--- src/rtl/dcache_linectrl_if.sv ---
// Miss handshake and main-memory bus between tag logic, the line controller
// and the memory bus. The controller uses the master modport.
interface dcache_linectrl_if #(
  parameter int DATABITS      = 32,
  parameter int CACHEADDRBITS = 5,
  parameter int LINEWORDBITS  = 2,
  parameter int ADDRBITS      = 32
);
  logic                                    miss_req;
  logic                                    miss_dirty;
  logic [CACHEADDRBITS-LINEWORDBITS-1:0]   miss_line;
  logic [ADDRBITS-1:0]                     victim_addr;
  logic [ADDRBITS-1:0]                     fill_addr;
  logic                                    busy;
  logic                                    miss_done;
  logic [ADDRBITS-1:0]                     mem_addr;
  logic                                    mem_wrreq;
  logic [DATABITS-1:0]                     mem_wrdata;
  logic                                    mem_rdreq;
  logic                                    mem_ack;
  logic                                    mem_rdata_valid;

  modport master (
    input  miss_req, miss_dirty, miss_line, victim_addr, fill_addr,
    input  mem_ack, mem_rdata_valid,
    output busy, miss_done, mem_addr, mem_wrreq, mem_wrdata, mem_rdreq
  );

  modport slave (
    output miss_req, miss_dirty, miss_line, victim_addr, fill_addr,
    output mem_ack, mem_rdata_valid,
    input  busy, miss_done, mem_addr, mem_wrreq, mem_wrdata, mem_rdreq
  );
endinterface

--- src/rtl/dcache_linectrl.sv ---
// Line-miss sequencer: writes back a dirty victim line word by word, refills
// the line from a memory read burst, then hands the memory block back to the CPU.
module dcache_linectrl #(
  parameter int DATABITS      = 32,
  parameter int CACHEADDRBITS = 5,
  parameter int LINEWORDBITS  = 2,
  parameter int ADDRBITS      = 32
) (
  input  logic                     clk,
  input  logic                     reset_n,
  dcache_linectrl_if.master        bus,
  output logic                     flush_mode,
  output logic [CACHEADDRBITS-1:0] flush_addr,
  output logic                     flush_write,
  input  logic [DATABITS-1:0]      cache_rdata,
  output logic [2:0]               dbg_state
);
  localparam int LINEBITS = CACHEADDRBITS - LINEWORDBITS;
  localparam int LOWBITS  = LINEWORDBITS + 2;
  localparam logic [ADDRBITS-1:0] LINE_MASK = ~ADDRBITS'((2 ** LOWBITS) - 1);

  typedef enum logic [2:0] {
    S_IDLE      = 3'd0,
    S_WB_RD     = 3'd1,
    S_WB_WR     = 3'd2,
    S_FILL_REQ  = 3'd3,
    S_FILL_DATA = 3'd4,
    S_DONE      = 3'd5
  } state_t;

  state_t                  state, state_nx;
  logic [LINEWORDBITS-1:0] beat, beat_nx;
  logic [LINEBITS-1:0]     line_q;
  logic [ADDRBITS-1:0]     victim_q;
  logic [ADDRBITS-1:0]     fill_q;
  logic                    last_beat;
  logic [ADDRBITS-1:0]     beat_offset;

  assign last_beat   = (beat == {LINEWORDBITS{1'b1}});
  assign beat_offset = {{(ADDRBITS-LOWBITS){1'b0}}, beat, 2'b00};
  assign dbg_state   = state;

  always_ff @(posedge clk) begin
    if (!reset_n) begin
      state    <= S_IDLE;
      beat     <= '0;
      line_q   <= '0;
      victim_q <= '0;
      fill_q   <= '0;
    end else begin
      state <= state_nx;
      beat  <= beat_nx;
      if (state == S_IDLE && bus.miss_req) begin
        line_q   <= bus.miss_line;
        victim_q <= bus.victim_addr & LINE_MASK;
        fill_q   <= bus.fill_addr & LINE_MASK;
      end
    end
  end

  // Bus handshake: mem_wrreq/mem_rdreq stay asserted with address and data
  // stable until mem_ack is sampled high; mem_ack is only consumed in WB_WR
  // and FILL_REQ, and mem_rdata_valid only in FILL_DATA.
  always_comb begin
    state_nx = state;
    beat_nx  = beat;
    unique case (state)
      S_IDLE: begin
        if (bus.miss_req) begin
          beat_nx  = '0;
          state_nx = bus.miss_dirty ? S_WB_RD : S_FILL_REQ;
        end
      end
      S_WB_RD: state_nx = S_WB_WR;
      S_WB_WR: begin
        if (bus.mem_ack) begin
          if (last_beat) begin
            beat_nx  = '0;
            state_nx = S_FILL_REQ;
          end else begin
            beat_nx  = beat + 1'b1;
            state_nx = S_WB_RD;
          end
        end
      end
      S_FILL_REQ: begin
        if (bus.mem_ack) state_nx = S_FILL_DATA;
      end
      S_FILL_DATA: begin
        if (bus.mem_rdata_valid) begin
          beat_nx = beat + 1'b1;
          if (last_beat) state_nx = S_DONE;
        end
      end
      S_DONE:  state_nx = S_IDLE;
      default: begin
        state_nx = S_IDLE;
        beat_nx  = '0;
      end
    endcase
  end

  // Outputs decode from state only; mem_wrdata forwards the memory block's
  // registered read port, which was addressed during the preceding WB_RD.
  always_comb begin
    bus.busy       = (state != S_IDLE);
    bus.miss_done  = (state == S_DONE);
    bus.mem_addr   = '0;
    bus.mem_wrreq  = 1'b0;
    bus.mem_wrdata = '0;
    bus.mem_rdreq  = 1'b0;
    flush_mode     = 1'b0;
    flush_addr     = '0;
    flush_write    = 1'b0;
    unique case (state)
      S_WB_RD: begin
        flush_mode = 1'b1;
        flush_addr = {line_q, beat};
      end
      S_WB_WR: begin
        flush_mode     = 1'b1;
        flush_addr     = {line_q, beat};
        bus.mem_wrreq  = 1'b1;
        bus.mem_wrdata = cache_rdata;
        bus.mem_addr   = victim_q + beat_offset;
      end
      S_FILL_REQ: begin
        flush_mode    = 1'b1;
        flush_addr    = {line_q, beat};
        bus.mem_rdreq = 1'b1;
        bus.mem_addr  = fill_q;
      end
      S_FILL_DATA: begin
        flush_mode  = 1'b1;
        flush_addr  = {line_q, beat};
        flush_write = 1'b1;
      end
      default: begin
      end
    endcase
  end
endmodule

--- src/flat_wrapper.sv ---
// flat-port wrapper written by rule: the top's interface ports become plain ports
module dcache_linectrl_flat 
#(
  parameter int DATABITS      = 32,
  parameter int CACHEADDRBITS = 5,
  parameter int LINEWORDBITS  = 2,
  parameter int ADDRBITS      = 32
)
  (clk, reset_n, flush_mode, flush_addr, flush_write, cache_rdata, dbg_state, bus_miss_req, bus_miss_dirty, bus_miss_line, bus_victim_addr, bus_fill_addr, bus_mem_ack, bus_mem_rdata_valid, bus_busy, bus_miss_done, bus_mem_addr, bus_mem_wrreq, bus_mem_wrdata, bus_mem_rdreq);
  dcache_linectrl_if #(.DATABITS(DATABITS), .CACHEADDRBITS(CACHEADDRBITS), .LINEWORDBITS(LINEWORDBITS), .ADDRBITS(ADDRBITS)) bus_i ();
  input  logic clk;
  input  logic reset_n;
  output logic flush_mode;
  output logic [CACHEADDRBITS-1:0] flush_addr;
  output logic flush_write;
  input  logic [DATABITS-1:0] cache_rdata;
  output logic [2:0] dbg_state;
  input wire logic [$bits(bus_i.miss_req)-1:0] bus_miss_req;
  input wire logic [$bits(bus_i.miss_dirty)-1:0] bus_miss_dirty;
  input wire logic [$bits(bus_i.miss_line)-1:0] bus_miss_line;
  input wire logic [$bits(bus_i.victim_addr)-1:0] bus_victim_addr;
  input wire logic [$bits(bus_i.fill_addr)-1:0] bus_fill_addr;
  input wire logic [$bits(bus_i.mem_ack)-1:0] bus_mem_ack;
  input wire logic [$bits(bus_i.mem_rdata_valid)-1:0] bus_mem_rdata_valid;
  output wire logic [$bits(bus_i.busy)-1:0] bus_busy;
  output wire logic [$bits(bus_i.miss_done)-1:0] bus_miss_done;
  output wire logic [$bits(bus_i.mem_addr)-1:0] bus_mem_addr;
  output wire logic [$bits(bus_i.mem_wrreq)-1:0] bus_mem_wrreq;
  output wire logic [$bits(bus_i.mem_wrdata)-1:0] bus_mem_wrdata;
  output wire logic [$bits(bus_i.mem_rdreq)-1:0] bus_mem_rdreq;
  assign bus_i.miss_req = bus_miss_req;
  assign bus_i.miss_dirty = bus_miss_dirty;
  assign bus_i.miss_line = bus_miss_line;
  assign bus_i.victim_addr = bus_victim_addr;
  assign bus_i.fill_addr = bus_fill_addr;
  assign bus_i.mem_ack = bus_mem_ack;
  assign bus_i.mem_rdata_valid = bus_mem_rdata_valid;
  assign bus_busy = bus_i.busy;
  assign bus_miss_done = bus_i.miss_done;
  assign bus_mem_addr = bus_i.mem_addr;
  assign bus_mem_wrreq = bus_i.mem_wrreq;
  assign bus_mem_wrdata = bus_i.mem_wrdata;
  assign bus_mem_rdreq = bus_i.mem_rdreq;
  dcache_linectrl #(.DATABITS(DATABITS), .CACHEADDRBITS(CACHEADDRBITS), .LINEWORDBITS(LINEWORDBITS), .ADDRBITS(ADDRBITS)) u_core (.clk(clk), .reset_n(reset_n), .bus(bus_i), .flush_mode(flush_mode), .flush_addr(flush_addr), .flush_write(flush_write), .cache_rdata(cache_rdata), .dbg_state(dbg_state));
endmodule
--- config.mk ---
export PLATFORM = sky130hd
export DESIGN_NAME = dcache_linectrl_flat
export DESIGN_NICKNAME = d
export VERILOG_FILES = /design/src/rtl/dcache_linectrl_if.sv /design/src/rtl/dcache_linectrl.sv /design/src/flat_wrapper.sv
export SDC_FILE = /design/constraint.sdc
export NUM_CORES = 1
export LEC_CHECK = 0
export BUFFER_PORTS_ARGS = -buffer_cell sky130_fd_sc_hd__clkbuf_2
export CAP_MARGIN = 20
export CORE_MARGIN = 10
export CORE_UTILIZATION = 44
export DETAILED_ROUTE_END_ITERATION = 16
export MAX_ROUTING_LAYER = met4
export PLACE_DENSITY = 0.9
export SLEW_MARGIN = 20
export SYNTH_ARGS = -nofsm -noshare
export SYNTH_HDL_FRONTEND = slang
export SYNTH_SLANG_ARGS = --single-unit
--- constraint.sdc ---
create_clock -name clk -period 1.7 [get_ports clk]
set_clock_uncertainty 0.05 [all_clocks]
set_input_delay 0.085 -clock clk [delete_from_list [all_inputs] [get_ports clk]]
set_output_delay 0.085 -clock clk [all_outputs]
set_load 0.005 [all_outputs]
== Word level (Yosys, flattened, before mapping) ==
Cells that the tools add are included.

* Register bits: 64
* Latch bits: 0
* Memory bits (writable): 0
* ROM bits: 0
* Input port bits: 105
* Output and inout bits: 78
* Word-level logic and storage cells: 46
* Memories kept: 0

* Add/sub/neg operators: 2
* Multiply operators: 0
* Div/mod/pow operators: 0
* Magnitude comparators: 0
* Equality and inequality tests: 11
* Shifts and indexed selects: 0
* Muxes and demuxes: 20
* Bitwise gates (word level): 1
* Reduce and logical (&&, ||, !) cells: 7

{| class="wikitable"
|+ Operators by type and width
! kind !! count
|-
| $pmux 32 s2 || 1
|-
| $add 32x4->32 || 1
|-
| $mux 32 || 1
|-
| $mux 3 || 5
|-
| $pmux 3 s5 || 1
|-
| $mux 2 || 6
|-
| $ne 2x2->1 const B || 4
|-
| $pmux 2 s4 || 1
|-
| $eq 3x2->1 const B || 2
|-
| $eq 3x3->1 const B || 2
|-
| $mux 5 || 1
|-
| $reduce_and 5->1 || 1
|-
| $mux 1 || 4
|-
| $reduce_and 4->1 || 1
|-
| $reduce_or 4->1 || 1
|-
| $eq 3x1->1 const B || 1
|-
| $logic_not 3->1 || 1
|-
| $reduce_bool 3->1 || 1
|-
| $reduce_or 3->1 || 1
|-
| $add 2x1->2 const B || 1
|-
| $eq 2x2->1 const B || 1
|-
| $ne 2x1->1 const B || 1
|-
| $logic_and 1x1->1 || 1
|-
| $not 1->1 || 1
|}

== Logic depth before layout (Yosys ltp) ==
* Word-level depth: 4
* Depth in mapped cells: 7
* Depth with buffers taken out: 5

== Least setup slack after synthesis ==
No wires, ideal clock.

* Path kind: register -> output
* Start point: register u_core.state[1] (netlist: u_core.dbg_state[1])
* End point: output bus_mem_addr[11]
* Arrival time: 1.264 ns
* Required time: 1.565 ns
* Setup slack: 0.301 ns
* Stages on the path, launching flop included: 7
* Path buffers: 3
* Cell sequence: dfxtp_1 > buf_4 > inv_1 > nor3b_2 > buf_2 > buf_4 > a22o_1

* Cells in the longest elaborated chain, start to end: 2
* Elaborated cells between the ends (all ways): 3
* Those cells by class: eq/ne: 2; mux: 1

{| class="wikitable"
|+ Ends and longest elaborated chain
! element !! RTL line !! RTL
|-
| start: declaration || dcache_linectrl.sv:31 || <nowiki>state_t state, state_nx;</nowiki>
|-
| start signal: assignment || dcache_linectrl.sv:51 || <nowiki>state <= state_nx;</nowiki>
|-
| $eq 3x2->1 || dcache_linectrl.sv:115 || <nowiki>unique case (state)</nowiki>
|-
| $pmux 32 s2 (*) || dcache_linectrl.sv:115 ||
|-
| end: declaration || flat_wrapper.sv:27 || <nowiki>output wire logic [$bits(bus_i.mem_addr)-1:0] bus_mem_addr;</nowiki>
|}

Mark *: on every way between the ends. The rest lies on a longest branch, timed or not.

== Worst setup path after layout ==
* Start point: register u_core.state[0] (netlist: u_core.dbg_state[0])
* End point: output bus_mem_wrdata[17]

* Cells in the longest elaborated chain, start to end: 2

{| class="wikitable"
|+ Ends and longest elaborated chain
! element !! RTL line !! RTL
|-
| $eq 3x2->1 || dcache_linectrl.sv:115 ||
|-
| $mux 32 || dcache_linectrl.sv:115 ||
|-
| end: declaration || flat_wrapper.sv:29 || <nowiki>output wire logic [$bits(bus_i.mem_wrdata)-1:0] bus_mem_wrdata;</nowiki>
|}

Every way passes these cells.

==> flow_summary.yaml <==
clock_tree:
  cts.clk_slew.worst_paths_ns: 0.07
  cts_num_sinks: 64
  numCtsBuffers: 9
  cts-root-buf: "clkbuf_8"
  clockBufferDepth: 2
  htreeDepth: 3
  cts_tree: "yes"
  clock_latency_ns: 0.34
synthesis:
  seq_area_frac_synth_pct: 40.7
  syn_area_per_cell_sq_um: 8.14
  yosys_warnings: 0
  syn_inst: 387
  syn_area_sq_um: 3150
  ys_ff_latch: 64
  synth.distinct_cells: 35
setup_path:
  crit_buf_inv: 2
  path_max_fanout: 32
  cp_cell_sequence: "nor2_2, buf_6, and3_1, clkbuf_2"
  cp_slowest_stage_delay_ns: 0.37
  cp_data_arrival_time_ns: 1.56
  critPathCaptureType: "primary output"
  cp_top_family: "simple AND/OR/NAND/NOR gates"
  worstSetupPathType: "flop to primary output"
  worst_ep_required_time_ns: 1.56
  startpoint_type: "flop"
  cp_slowest_cell: "dfxtp_4"
drt:
  drt_iter0_markers: 202
  wl_mm: 12.1
  firstDrtPassIters: 5
  num_vias: 3658
  vias_per_cell: 5.14
  final_antenna_net_count: 0
  drt-wirelength-per-cell_microns: 17.0
  drc: 0
timing:
  min_period_over_period_pct: 99.9
  rsz0062_at_grt: "yes"
  min_period_ns: 1.70
  slew_viol_final: 0
  tns_ns: 0
  fmax_ghz: 0.589
  setup_violations: 0
  setup_ws_ns: 0.00104
  fin_hold_ws_ns: 0.0788
  finalHoldViolCount: 0
finish:
  drive_gt1_share_pct: 34.7
  seqCellArea_sq_um: 1290
  fin_area_sq_um: 4970
  final_common_cell: "clkbuf_2"
  area_growth_pct: 57.7
  fillers: 507
  finalNetCount: 715
  final_cell_mix: "160 x clkbuf_2, 125 x nand2_1, 61 x dfxtp_1"
  utilization_pct: 72.3
  multi_input_area_sq_um: 1690
power_and_ir_drop:
  leakage_nw: 2.45
  cellPowerDensity_nw_per_um2: 1130
  peakVddDrop_mv: 0.732
worst_hold_path:
  hp-class: "input pin to flop"
global_routing:
  grt_pass1_wl_mm: 19.5
  grtUsageMet1_pct: 23.6
  grt_max_degree: 60
  busiest_layer: "met2"
  gr-usage-met2_pct: 38.3
  antenna_found_initial: 1
  met3_usage_pct: 4.85
  grt_usage_pct: 22.1
  grt_pass1_vias: 3797
  grt.overflow.total: 0
job:
  maxCapViolations: 0
floorplanning:
  start_util_pct: 45.8
  core_area_sq_um: 6870
  chipWidth_microns: 105
  rows: 30
  ios: 183
  die-area_sq_um: 10900
  die_h_microns: 105
place:
  dp_slack_ns: 0.202
  port-buffer-count: 172
  gp_congestion: 0.883
  post_dp_cell_area_sq_um: 4110
  dp_hpwl_mm: 7.82
outcome:
  outcome: "finished clean"
==> layout make-up <==
type / instances / area share [%]
antenna: 1 / 0.0504
clock buffer: 13 / 3.20
clock inverter: 3 / 0.806
inverter: 1 / 0.126
multi-input combinational: 286 / 34.0
sequential: 64 / 26.0
tap: 96 / 2.42
timing repair buffer: 247 / 33.5
==> registers in the layout (all words and copies together), names as in the netlist <==
signal and count:
u_core.beat 2, u_core.dbg_state 3, u_core.fill_q 28, u_core.line_q 3, u_core.victim_q 28
==> metrics by stage <==
step,total power [mW],std cells
after floorplan,3.26,388
after global placement,4.02,632
after detailed placement,4.11,632
after CTS,5.62,710
after global routing,5.99,711
final,5.63,711
==> timing repair <==
action                     4_1_cts  5_1_grt
gates cloned                     1        0
setup buffers                    2        0
resized for setup               10       13
pin swaps                        1        2
setup endpoints to repair       66       66
hold buffers                    59        0
hold endpoints to repair        59        0
==> cells in the mapped netlist <==
library cell | instances | share of area, %
nand4bb_1 | 1 | 0.36
and4_1 | 1 | 0.28
o21a_1 | 1 | 0.24
nor3_2 | 1 | 0.32
conb_1 | 1 | 0.12
and3_1 | 40 | 7.9
and2_1 | 1 | 0.20
buf_4 | 8 | 1.9
nand4b_1 | 1 | 0.28
nor2_2 | 1 | 0.20
buf_2 | 14 | 2.2
xor2_1 | 1 | 0.28
o21ai_0 | 4 | 0.64
nor2b_1 | 1 | 0.20
clkbuf_1 | 14 | 1.7
nor2_1 | 2 | 0.24
nor3b_2 | 1 | 0.40
inv_1 | 1 | 0.12
nand3_2 | 1 | 0.32
nand3_1 | 2 | 0.32
nand2b_1 | 3 | 0.60
o211ai_2 | 1 | 0.40
nor3_4 | 1 | 0.52
nand2_1 | 125 | 15
a22o_1 | 28 | 7.8
dfxtp_1 | 64 | 41
a32oi_1 | 1 | 0.28
a21boi_0 | 49 | 12
buf_6 | 1 | 0.36
nor3b_1 | 1 | 0.24
mux2i_1 | 3 | 0.95
a21boi_1 | 10 | 2.4
ha_1 | 1 | 0.40
nand2b_4 | 1 | 0.44
a21oi_1 | 1 | 0.16
==> worst register-to-register path, stage by stage, from the launching register on <==
cell and delay (ns):
dfxtp_4 0.37, buf_4 0.18, nor3_4 0.22, buf_4 0.28
nand2_1 0.12, a21boi_0 0.21
==> cell families after synthesis <==
logic type,count (synthesis),synth area share [%]
xor+xnor,1,0.278
mux,3,0.954
compound gates,95,23.6
other cells,1,0.119
fa+ha+maj,1,0.397
flops,64,40.7
simple gates,184,27.7
buf+inv,38,6.28
==> power by group <==
part,total [mW],leakage (nW),internal [mW],switching [mW]
Combinational,2.36,1.82,1.04,1.31
Sequential,1.95,0.526,1.78,0.171
Clock,1.33,0.103,0.754,0.576
==> worst paths after layout <==
check | from | slack (ns) | depth (start not counted) | to
worst max-delay path | u_core.dbg_state[0] | 0.001 | 4 | bus_mem_wrdata[17]
worst min-delay path | bus_mem_rdata_valid | 0.08 | 4 | u_core.dbg_state[1]
worst max register to register | u_core.dbg_state[0] | 0.18 | 5 | u_core.fill_q[15]
worst min register to register | u_core.victim_q[29] | 0.41 | 2 | u_core.victim_q[29]
==> layer usage <==
layer  up-vias  share of wire (%)
met5         -                  0
met4         0                3.2
met3        37                5.0
met2       142                 53
met1      1713                 39
li1       1766                  -
Note: power is estimated with default switching activity, not from simulation.
